## src/rtl/sdram_tg_pkg.sv

```systemverilog
// Shared types and constants for the SDRAM traffic generator.
package sdram_tg_pkg;

    // FSM state encoding
    typedef logic [2:0] tg_state_t;
    localparam tg_state_t StIdle   = 3'd0;
    localparam tg_state_t StWrReq  = 3'd1;
    localparam tg_state_t StWrWait = 3'd2;
    localparam tg_state_t StRdReq  = 3'd3;
    localparam tg_state_t StRdWait = 3'd4;
    localparam tg_state_t StCheck  = 3'd5;
    localparam tg_state_t StDone   = 3'd6;

    // Data pattern modes
    localparam int unsigned PAT_INC   = 0;
    localparam int unsigned PAT_LFSR  = 1;
    localparam int unsigned PAT_NADDR = 2;

    // Maximal-length Galois (right-shift) feedback masks; zero for unsupported widths
    function automatic logic [31:0] lfsr_taps(input int unsigned width);
        logic [31:0] taps;
        case (width)
            8:       taps = 32'h0000_00B8;
            9:       taps = 32'h0000_0110;
            10:      taps = 32'h0000_0240;
            11:      taps = 32'h0000_0500;
            12:      taps = 32'h0000_0829;
            13:      taps = 32'h0000_100D;
            14:      taps = 32'h0000_2015;
            15:      taps = 32'h0000_6000;
            16:      taps = 32'h0000_B400;
            17:      taps = 32'h0001_2000;
            18:      taps = 32'h0002_0400;
            19:      taps = 32'h0004_0023;
            20:      taps = 32'h0009_0000;
            21:      taps = 32'h0014_0000;
            22:      taps = 32'h0030_0000;
            23:      taps = 32'h0042_0000;
            24:      taps = 32'h00E1_0000;
            25:      taps = 32'h0120_0000;
            26:      taps = 32'h0200_0023;
            27:      taps = 32'h0400_0013;
            28:      taps = 32'h0900_0000;
            29:      taps = 32'h1400_0000;
            30:      taps = 32'h2000_0029;
            31:      taps = 32'h4800_0000;
            32:      taps = 32'h8020_0003;
            default: taps = 32'h0000_0000;
        endcase
        return taps;
    endfunction

endpackage

```

## src/rtl/sdram_tg_pattern.sv

```systemverilog
// Data pattern source: incrementing counter, Galois LFSR, or inverted address.
// 'pattern' always shows P(i) for the current word; 'load' restarts at P(0).
module sdram_tg_pattern
    import sdram_tg_pkg::*;
#(
    parameter int unsigned ADDR_WIDTH = 24,
    parameter int unsigned DATA_WIDTH = 16,
    parameter int unsigned PATTERN    = PAT_INC,
    parameter logic [31:0] SEED       = 32'd1
) (
    input  logic                  clk,
    input  logic                  rst_n,
    input  logic                  load,
    input  logic                  step,
    input  logic [ADDR_WIDTH-1:0] addr,
    output logic [DATA_WIDTH-1:0] pattern
);

    localparam logic [31:0]           TAPS    = lfsr_taps(DATA_WIDTH);
    localparam logic [DATA_WIDTH-1:0] SEED_W  = DATA_WIDTH'(SEED);
    // An all-zero LFSR state never leaves zero
    localparam logic [DATA_WIDTH-1:0] SEED_NZ = (SEED_W == '0) ? DATA_WIDTH'(1) : SEED_W;

    function automatic logic [DATA_WIDTH-1:0] lfsr_next(input logic [DATA_WIDTH-1:0] x);
        return (x >> 1) ^ (x[0] ? TAPS[DATA_WIDTH-1:0] : '0);
    endfunction

    logic [DATA_WIDTH-1:0]            value_q, value_d;
    logic [ADDR_WIDTH+DATA_WIDTH-1:0] addr_ext;
    logic                             unused_addr_hi;

    assign addr_ext       = {{DATA_WIDTH{1'b0}}, addr};
    assign unused_addr_hi = ^addr_ext[ADDR_WIDTH+DATA_WIDTH-1:DATA_WIDTH];

    // Next generator value: the LFSR's first word is one step past the seed
    always_comb begin
        value_d = value_q;
        if (load) begin
            value_d = (PATTERN == PAT_LFSR) ? lfsr_next(SEED_NZ) : SEED_W;
        end else if (step) begin
            value_d = (PATTERN == PAT_LFSR) ? lfsr_next(value_q) : value_q + DATA_WIDTH'(1);
        end
    end

    // Generator state register
    always_ff @(posedge clk or negedge rst_n) begin
        if (!rst_n) value_q <= '0;
        else        value_q <= value_d;
    end

    assign pattern = (PATTERN == PAT_NADDR) ? ~addr_ext[DATA_WIDTH-1:0] : value_q;

endmodule

```

## src/rtl/sdram_traffic_gen.sv

```systemverilog
// Write/readback/compare traffic generator for the sdram_controller host port.
module sdram_traffic_gen
    import sdram_tg_pkg::*;
#(
    parameter int unsigned           ADDR_WIDTH  = 24,
    parameter int unsigned           DATA_WIDTH  = 16,
    parameter int unsigned           NUM_WORDS   = 256,
    parameter logic [ADDR_WIDTH-1:0] BASE_ADDR   = '0,
    parameter logic [ADDR_WIDTH-1:0] ADDR_STRIDE = ADDR_WIDTH'(1),
    parameter int unsigned           PATTERN     = PAT_INC,
    parameter logic [31:0]           SEED        = 32'd1,
    parameter int unsigned           TIMEOUT     = 1024
) (
    input  logic                  clk,
    input  logic                  rst_n,
    input  logic                  start,
    output logic                  done,
    output logic                  pass,
    output logic                  timeout,
    output logic [15:0]           err_count,
    output logic [ADDR_WIDTH-1:0] first_err_addr,
    output logic [ADDR_WIDTH-1:0] haddr,
    output logic [DATA_WIDTH-1:0] data_input,
    output logic                  wr_enable,
    output logic                  rd_enable,
    input  logic                  busy,
    input  logic [DATA_WIDTH-1:0] data_output
);

    localparam int unsigned      IDX_W    = (NUM_WORDS > 1) ? $clog2(NUM_WORDS) : 1;
    localparam logic [IDX_W-1:0] LAST_IDX = IDX_W'(NUM_WORDS - 1);
    localparam logic [31:0]      TMO_LAST = TIMEOUT - 1;

    tg_state_t             state_q, state_d;
    logic [IDX_W-1:0]      idx_q, idx_d;
    logic [ADDR_WIDTH-1:0] addr_q, addr_d;
    logic [31:0]           cnt_q;
    logic [DATA_WIDTH-1:0] rdata_q;
    logic [15:0]           err_q, err_d;
    logic [ADDR_WIDTH-1:0] fea_q, fea_d;
    logic                  tmo_q, tmo_d;
    logic [ADDR_WIDTH-1:0] haddr_q;
    logic [DATA_WIDTH-1:0] wdata_q;
    logic                  wr_en_q, rd_en_q, done_q, pass_q;
    logic                  pat_load, pat_step, capture, in_hs, tmo_hit;
    logic [DATA_WIDTH-1:0] pattern;

    sdram_tg_pattern #(
        .ADDR_WIDTH (ADDR_WIDTH),
        .DATA_WIDTH (DATA_WIDTH),
        .PATTERN    (PATTERN),
        .SEED       (SEED)
    ) u_pattern (
        .clk     (clk),
        .rst_n   (rst_n),
        .load    (pat_load),
        .step    (pat_step),
        .addr    (addr_q),
        .pattern (pattern)
    );

    // Sequencing: handshake progress, word index/address and error bookkeeping
    always_comb begin
        state_d  = state_q;
        idx_d    = idx_q;
        addr_d   = addr_q;
        err_d    = err_q;
        fea_d    = fea_q;
        tmo_d    = tmo_q;
        pat_load = 1'b0;
        pat_step = 1'b0;
        capture  = 1'b0;
        in_hs    = state_q inside {StWrReq, StWrWait, StRdReq, StRdWait};
        tmo_hit  = in_hs && (cnt_q >= TMO_LAST);

        case (state_q)
            StIdle, StDone: begin
                if (start) begin
                    state_d  = StWrReq;
                    idx_d    = '0;
                    addr_d   = BASE_ADDR;
                    err_d    = '0;
                    fea_d    = '0;
                    tmo_d    = 1'b0;
                    pat_load = 1'b1;
                end
            end
            // Only a busy seen while our request is visible counts as acceptance
            StWrReq: if (busy && wr_en_q) state_d = StWrWait;
            StWrWait: begin
                if (!busy) begin
                    if (idx_q == LAST_IDX) begin
                        idx_d    = '0;
                        addr_d   = BASE_ADDR;
                        pat_load = 1'b1;
                        state_d  = StRdReq;
                    end else begin
                        idx_d    = idx_q + IDX_W'(1);
                        addr_d   = addr_q + ADDR_STRIDE;
                        pat_step = 1'b1;
                        state_d  = StWrReq;
                    end
                end
            end
            StRdReq: if (busy && rd_en_q) state_d = StRdWait;
            StRdWait: begin
                if (!busy) begin
                    capture = 1'b1;
                    state_d = StCheck;
                end
            end
            StCheck: begin
                if (rdata_q != pattern) begin
                    if (err_q != 16'hFFFF) err_d = err_q + 16'd1;
                    if (err_q == 16'd0)    fea_d = addr_q;
                end
                idx_d    = idx_q + IDX_W'(1);
                addr_d   = addr_q + ADDR_STRIDE;
                pat_step = 1'b1;
                state_d  = (idx_q == LAST_IDX) ? StDone : StRdReq;
            end
            default: state_d = StIdle;
        endcase

        if (tmo_hit) begin
            state_d  = StDone;
            tmo_d    = 1'b1;
            idx_d    = idx_q;
            addr_d   = addr_q;
            pat_load = 1'b0;
            pat_step = 1'b0;
            capture  = 1'b0;
        end
    end

    // State, bookkeeping and registered host-side outputs
    always_ff @(posedge clk or negedge rst_n) begin
        if (!rst_n) begin
            state_q <= StIdle;
            idx_q   <= '0;
            addr_q  <= '0;
            cnt_q   <= '0;
            rdata_q <= '0;
            err_q   <= '0;
            fea_q   <= '0;
            tmo_q   <= 1'b0;
            haddr_q <= '0;
            wdata_q <= '0;
            wr_en_q <= 1'b0;
            rd_en_q <= 1'b0;
            done_q  <= 1'b0;
            pass_q  <= 1'b0;
        end else begin
            state_q <= state_d;
            idx_q   <= idx_d;
            addr_q  <= addr_d;
            err_q   <= err_d;
            fea_q   <= fea_d;
            tmo_q   <= tmo_d;
            if (state_d != state_q) cnt_q <= '0;
            else if (cnt_q != '1)   cnt_q <= cnt_q + 32'd1;
            if (capture) rdata_q <= data_output;
            haddr_q <= addr_q;
            if (state_q == StWrReq) wdata_q <= pattern;
            // Request stays up until acceptance or timeout, one cycle after entering REQ
            wr_en_q <= (state_q == StWrReq) && (state_d == StWrReq);
            rd_en_q <= (state_q == StRdReq) && (state_d == StRdReq);
            done_q  <= (state_d == StDone);
            pass_q  <= (state_d == StDone) && (err_d == 16'd0) && !tmo_d;
        end
    end

    assign done           = done_q;
    assign pass           = pass_q;
    assign timeout        = tmo_q;
    assign err_count      = err_q;
    assign first_err_addr = fea_q;
    assign haddr          = haddr_q;
    assign data_input     = wdata_q;
    assign wr_enable      = wr_en_q;
    assign rd_enable      = rd_en_q;

endmodule

```

## config.mk

```make
export PLATFORM = sky130hd
export DESIGN_NAME = sdram_traffic_gen
export DESIGN_NICKNAME = d
export VERILOG_FILES = /design/src/rtl/sdram_tg_pkg.sv /design/src/rtl/sdram_tg_pattern.sv /design/src/rtl/sdram_traffic_gen.sv
export SDC_FILE = /design/constraint.sdc
export NUM_CORES = 1
export LEC_CHECK = 0
export ABC_CLOCK_PERIOD_IN_PS = 3600
export CAP_MARGIN = 10
export CORE_MARGIN = 4
export CORE_UTILIZATION = 30
export CTS_BUF_LIST = sky130_fd_sc_hd__clkbuf_4
export DETAILED_ROUTE_END_ITERATION = 7
export PLACE_DENSITY_LB_ADDON = 0.15
export SLEW_MARGIN = 15
export SYNTH_ARGS = -nofsm -noshare
export SYNTH_HDL_FRONTEND = slang
export SYNTH_SLANG_ARGS = --single-unit
export TNS_END_PERCENT = 1
```

## constraint.sdc

```tcl
create_clock -name clk -period 3.6 [get_ports clk]
set_clock_uncertainty 0.1 [all_clocks]
set_input_delay 0.54 -clock clk [delete_from_list [all_inputs] [get_ports clk]]
set_output_delay 0.54 -clock clk [all_outputs]
set_load 0.005 [all_outputs]
```

### Word-level counts from Yosys, hierarchy flattened

Index checks and enable logic that the tools add are counted.

| operators by class | value |
|---|---|
| multiplexer cells | 43 |
| eq/ne operators | 18 |
| add/sub/neg operators | 5 |
| $lt $le $gt $ge | 1 |
| shifts and indexed selects | 0 |
| bitwise gates (word level) | 1 |
| $mul | 0 |
| div/mod/pow operators | 0 |
| reduce and logical (&&, ||, !) cells | 19 |

Operators by type and width:

| cell | number |
|---|---|
| $mux W24 | 5 |
| $mux W16 | 5 |
| $pmux W24 S3 | 1 |
| $mux W32 | 2 |
| $pmux W24 S2 | 1 |
| $add A16 B1 Y16 const B | 2 |
| $add A32 B1 Y32 const B | 1 |
| $ge A32 B10 Y1 const B | 1 |
| $logic_not A16 Y1 | 2 |
| $ne A32 B32 Y1 const B | 1 |
| $pmux W16 S2 | 1 |
| $add A24 B1 Y24 const B | 1 |
| $mux W8 | 3 |
| $pmux W8 S3 | 1 |
| $mux W3 | 7 |
| $pmux W3 S6 | 1 |
| $ne A16 B16 Y1 | 1 |
| $ne A16 B16 Y1 const B | 1 |
| $mux W1 | 13 |
| $eq A3 B3 Y1 const B | 4 |
| $eq A3 B2 Y1 const B | 3 |
| $add A8 B1 Y8 const B | 1 |
| $eq A8 B8 Y1 const B | 1 |
| $ne A2 B2 Y1 const B | 4 |
| other kinds (13) | 24 |

| storage, ports and cells | value |
|---|---|
| register bits after elaboration | 184 |
| memory bits (read-only) | 0 |
| bits in latches | 0 |
| memories | 0 |
| bits in writable memories | 0 |
| input port bits | 20 |
| logic and storage cells | 102 |

### Longest topological paths before layout

| depth | value |
|---|---|
| word-level depth | 8 |
| depth in mapped cells | 11 |
| mapped depth without buffers | 8 |

### Modules after synthesis

From an unflattened synthesis, not the netlist that was laid out.

| second synthesis, totals | value |
|---|---|
| cell total of the unflattened synthesis | 849 |
| area total of the unflattened synthesis | 8663.3 µm² |

Modules (own cells, without submodules):

| module | area each (µm²) | seq. area each (µm²) | cells an instance | times used |
|---|---|---|---|---|
| sdram_traffic_gen | 7788.7 | 4204.0 | 767 | 1 |
| sdram_tg_pattern | 874.6 | 400.4 | 82 | 1 |

### Worst setup path before layout

OpenSTA, ideal clock, no wires.

| path | value |
|---|---|
| path kind | register to register |
| start point | reg err_q[0] (netlist: err_count[0]) |
| end point | reg pass_q (netlist: pass) |
| arrival | 2367 ps |
| cell stages (with the launch flop) | 9 |
| data required time | 3404 ps |
| setup slack | 1038 ps |
| clock period less this slack | 2562 ps |
| setup time | 96 ps |
| cells stage by stage | dfrtp_1 -> ha_1 -> nand3_1 -> nor4_1 -> and4b_1 -> nand3_1 -> a32o_1 -> or4_1 -> nor4_2 |

| between the ends | value |
|---|---|
| longest elaborated chain between the ends | 7 |
| elaborated cells on any way between the ends | 9 |
| those cells by class | 1 x add/sub; 1 x eq/ne; 4 x mux; 3 x reduce/logical |

Ends and longest elaborated chain:

| what | RTL line | source |
|---|---|---|
| start, declared | sdram_traffic_gen.sv:39 | `logic [15:0] err_q, err_d;` |
| start signal, assigned | sdram_traffic_gen.sv:157 | `err_q <= err_d;` |
| $add A16 B1 Y16 / $ne A16 B16 Y1 (equally long branches) | sdram_traffic_gen.sv:114 | `if (err_q != 16'hFFFF) err_d = err_q + 16'd1;` |
| $mux W16 | sdram_traffic_gen.sv:114 |  |
| $mux W16 | sdram_traffic_gen.sv:113 | `if (rdata_q != pattern) begin` |
| $pmux W16 S2 * | sdram_traffic_gen.sv:76 | `case (state_q)` |
| $logic_not A16 Y1 * | sdram_traffic_gen.sv:169 | `pass_q <= (state_d == StDone) && (err_d == 16'd0) && !tmo_d;` |
| $logic_and A1 B1 Y1 * (2 in series) | sdram_traffic_gen.sv:169 |  |
| end signal, assigned | sdram_traffic_gen.sv:169 |  |
| end, declared | sdram_traffic_gen.sv:44 | `logic wr_en_q, rd_en_q, done_q, pass_q;` |

Every way passes the cells marked *; elsewhere a longest branch is shown, timed or not.
A chain may end at the register's enable or synchronous reset.

### Worst setup path in the final report

| path | value |
|---|---|
| start point | reg u_pattern.value_q[0] (netlist: u_pattern.pattern[0]) |
| end point | reg pass_q (netlist: pass) |

| between the ends | value |
|---|---|
| longest elaborated chain between the ends | 6 |

Ends and longest elaborated chain:

| what | RTL line | source |
|---|---|---|
| start, declared | sdram_tg_pattern.sv:28 | `logic [DATA_WIDTH-1:0] value_q, value_d;` |
| start signal, assigned | sdram_tg_pattern.sv:48 | `else value_q <= value_d;` |
| $ne A16 B16 Y1 | sdram_traffic_gen.sv:113 |  |
| $mux W16 | sdram_traffic_gen.sv:113 |  |
| $pmux W16 S2 | sdram_traffic_gen.sv:76 |  |
| named net err_d[2] | sdram_traffic_gen.sv:39 |  |
| $logic_not A16 Y1 | sdram_traffic_gen.sv:169 |  |
| $logic_and A1 B1 Y1 (2 in series) | sdram_traffic_gen.sv:169 |  |

The timed path passes the listed nets, and every way through them passes these cells.

==> flow_summary_export.csv <==
group,metric,value,unit
floorplanning,initial_core_util,30.4,%
detailed_routing,first_pass_iters,7,
worst_setup_path,path_cells,"xor2_1, nor4_1, and4_1, nor4b_1, a31o_2, or4_1, nor4_2",
cts,root_buffer,"clkbuf_4",
cells_and_area,drive_above_1_share,11.1,%
placement,gp_congestion,0.824,
sta,finalMaxSlewViolations,0,
worst_setup_path,setup.worst_path.class,"reg2reg",
detailed_routing,drt_iter0_markers,454,
sta,fin_ws,521,ps
power_and_ir_drop,sequentialPowerShare,50.0,%
power_and_ir_drop,power_density,444,mW/mm²
grt,grt_pass1_wl,37100,µm
grt,antenna_found_initial,1,
cts,clk_pin_slew,180,ps
detailed_routing,antenna_left,0,
min_path,hp-class,"reg2reg",
power_and_ir_drop,power_frac_comb,25.2,%
outcome,violations,"DRC",
cells_and_area,post-route-util,37.0,%
power_and_ir_drop,p_sw,1.77,mW
floorplanning,die_h,179,µm
logic_synthesis,syn_nets,887,
cells_and_area,syn_to_final_growth,21.4,%
grt,grt_pass1_vias,6673,
detailed_routing,vias,6730,
logic_synthesis,synthCells,861,
grt,grtUsageMet1,20.9,%
worst_setup_path,required,4000,ps
logic_synthesis,yosys_warnings,0,
worst_setup_path,start_kind,"register",
grt,busiest_layer,"met2",
logic_synthesis,syn_area_per_cell,10.2,µm²
outcome,status,"finished with violations",
cts,h-tree-depth,4,
logic_synthesis,ys.flop_type,"dfrtp_1",
sta,worst_pin_slew,923,ps
grt,grt_use_total,14.5,%
placement,dpl_cell_area,0.0103,mm²
placement,dp_hpwl,15400,µm
power_and_ir_drop,p_leak,4.64,nW
cts,cts_made_buffers,17,
power_and_ir_drop,ir_drop,0.211,mV
worst_setup_path,rrSetupSlack,520,ps
placement,dpl_worst_slack,538,ps
detailed_routing,drc,2,
worst_setup_path,critPathSlowestCell,"and4_1",
cts,clockBufferDepth,2,
logic_synthesis,yosysUniqueCellTypes,67,
floorplanning,pin_count,105,
logic_synthesis,synth_edf_count,0,
logic_synthesis,synth_seq_cells,184,
detailed_routing,wl_per_cell,16.5,µm
logic_synthesis,async_flop_share,100,%
floorplanning,die_area,0.0320,mm²
floorplanning,rows,62,
sta,finalHoldViolCount,0,
sta,tns,0,ps
cells_and_area,fin_area,0.0106,mm²
power_and_ir_drop,p_sw_share,37.5,%
cells_and_area,nets,995,
cts,cts_hold_buf,1,
detailed_routing,routed_wl,22600,µm
grt,grt_overflow_total,0,
floorplanning,core_area,0.0288,mm²
flow_run,drv_cap,0,
cts,post_cts_buffers,0,
worst_setup_path,cp-end-kind,"register",
placement,io_buffers,104,
sta,rsz0062_at_grt,"false",
logic_synthesis,syn_area,0.00876,mm²
grt,grtUsageMet2,22.9,%
power_and_ir_drop,clockPowerShare,24.8,%
sta,finalSetupViolCount,0,
sta,fmax,325,MHz
worst_setup_path,cp_max_fo,15,
cts,clkLatencyLatePin,580,ps
floorplanning,fp.dieW,179,µm
sta,finalCriticalPeriod,3080,ps
worst_setup_path,rr_worst_depth,7,
sta,fin_crit_sh,85.5,%
grt,grt_max_degree,106,
power_and_ir_drop,cellInternalPower,2.95,mW
cells_and_area,num-fill-cells,2933,
detailed_routing,viasPerCell,4.92,
min_path,whs_path_depth,0,
cts,cts.sinks,184,
cts,ctsResizeCount,0,
grt,met3_usage,2.53,%
logic_synthesis,ys_seq_area_share,52.5,%
cts,tritoncts,"yes",
worst_setup_path,crit_arrival,3480,ps
worst_setup_path,critPathMaxStageDelay,670,ps
sta,slew-limit-headroom,38.3,%
==> critical path: cells and delay by family, from the launching register on <==
| kind | cells | cell delay (ps) |
|---|---|---|
| and+or+nand+nor | 5 | 1970 |
| DFF | 1 | 510 |
| AOI/OAI and AO/OA | 1 | 250 |
| xor gates and xnor gates | 1 | 180 |
==> state kept, by name (all words and copies together) (netlist names), 8 cells and up <==
name / cells
first_err_addr: 24
addr_q: 24
idx_q: 8
haddr: 24
err_count: 16
rdata_q: 16
cnt_q: 32
data_input: 16
u_pattern.pattern: 16
==> area by class of cell <==
type | count | area, µm² | share of cell area (%)
flip-flops and latches | 184 | 4600 | 43.3
inverters | 42 | 158 | 1.48
well taps | 384 | 480 | 4.52
multi-input cells | 596 | 3840 | 36.1
diodes | 1 | 2.50 | 0.0235
clock inverters | 14 | 150 | 1.41
repair buffers | 128 | 1260 | 11.9
clock buffers | 18 | 135 | 1.27
==> final timing paths <==
path,endpoint,from
setup / recovery,pass$_DFF_PN0_,u_pattern.pattern[0]$_DFFE_PN0P_
hold / removal,haddr[23]$_DFF_PN0_,addr_q[23]$_DFFE_PN0P_
setup reg to reg,pass$_DFF_PN0_,u_pattern.pattern[0]$_DFFE_PN0P_
hold reg to reg,haddr[23]$_DFF_PN0_,addr_q[23]$_DFFE_PN0P_
max in group asynchronous,u_pattern.pattern[10]$_DFFE_PN0P_,rst_n
min in group asynchronous,pass$_DFF_PN0_,rst_n
==> stage by stage <==
stage | power, mW | std cells | hold WS [ps]
3_3_place_gp | 3.60 | 1332 | 317
3_5_place_dp | 3.60 | 1332 | 322
2_1_floorplan | 3.13 | 861 | 144
6_report | 4.72 | 1367 | 355
5_1_grt | 5.03 | 1367 | 348
4_1_cts | 4.80 | 1365 | 359
==> per-layer routing <==
layer / share of wire [%] / vias up
li1: - / 3250
met1: 49 / 3324
met2: 46 / 148
met3: 4.3 / 8
met4: 0.58 / 0
met5: 0 / -
==> synthesized netlist by cell type (all sizes together), types with 2 or more instances <==
master	n	area share (%)
o21ai	43	2.5
a21oi	15	0.86
and3	27	1.9
xor2	49	4.9
a32o	2	0.23
nor2b	4	0.29
or3	10	0.71
mux2	33	4.2
nor4b	4	0.40
a31o	3	0.30
o311ai	2	0.20
ha	6	0.86
nor2	101	4.3
clkbuf	21	0.90
nor3	20	1.1
and2	4	0.29
a221oi	2	0.20
dfrtp	184	53
nand3	64	3.7
or4	6	0.51
nor4	25	2.2
a21o	3	0.26
and4	9	0.90
nand2	50	2.1
a31oi	6	0.60
nand2b	3	0.21
o2111ai	3	0.30
xnor2	40	4.1
a211oi	2	0.17
nand4	30	2.2
o211ai	3	0.26
buf	18	1.2
o311a	2	0.23
o41ai	2	0.20
inv	41	1.8
or2	4	0.29
nor3b	2	0.17
==> power groups by stage <==
stage          combinational (mW)  sequential [mW]  clock [mW]
2_1_floorplan               0.807             2.32           0
3_3_place_gp                 1.20             2.40           0
3_5_place_dp                 1.20             2.40           0
4_1_cts                      1.20             2.36        1.23
5_1_grt                      1.33             2.38        1.32
6_report                     1.19             2.36        1.17
==> cell usage in the layout (no fill, tap or decap), drive strengths merged, types with 23 or more instances in the layout <==
| cell | instances |
|---|---|
| nand3 | 64 |
| xnor2 | 40 |
| nor4 | 25 |
| mux2 | 33 |
| buf | 23 |
| nand4 | 30 |
| nand2 | 50 |
| and3 | 27 |
| nor2 | 101 |
| clkdlybuf4s50 | 103 |
| o21ai | 43 |
| inv | 49 |
| dfrtp | 184 |
| xor2 | 49 |
==> cell families (layout without fill, tap and decap cells) <==
family | Yosys count | count (layout) | synth area share, %
xor gates and xnor gates | 89 | 89 | 8.98
buffers and inverters | 81 | 202 | 3.93
and+or+nand+nor | 369 | 369 | 22.1
other | 0 | 1 | 0
AOI/OAI and AO/OA | 98 | 98 | 7.25
muxes | 34 | 34 | 4.36
DFF | 184 | 184 | 52.5
adders and majority gates | 6 | 6 | 0.857
Note: power is estimated with default switching activity, not from simulation.
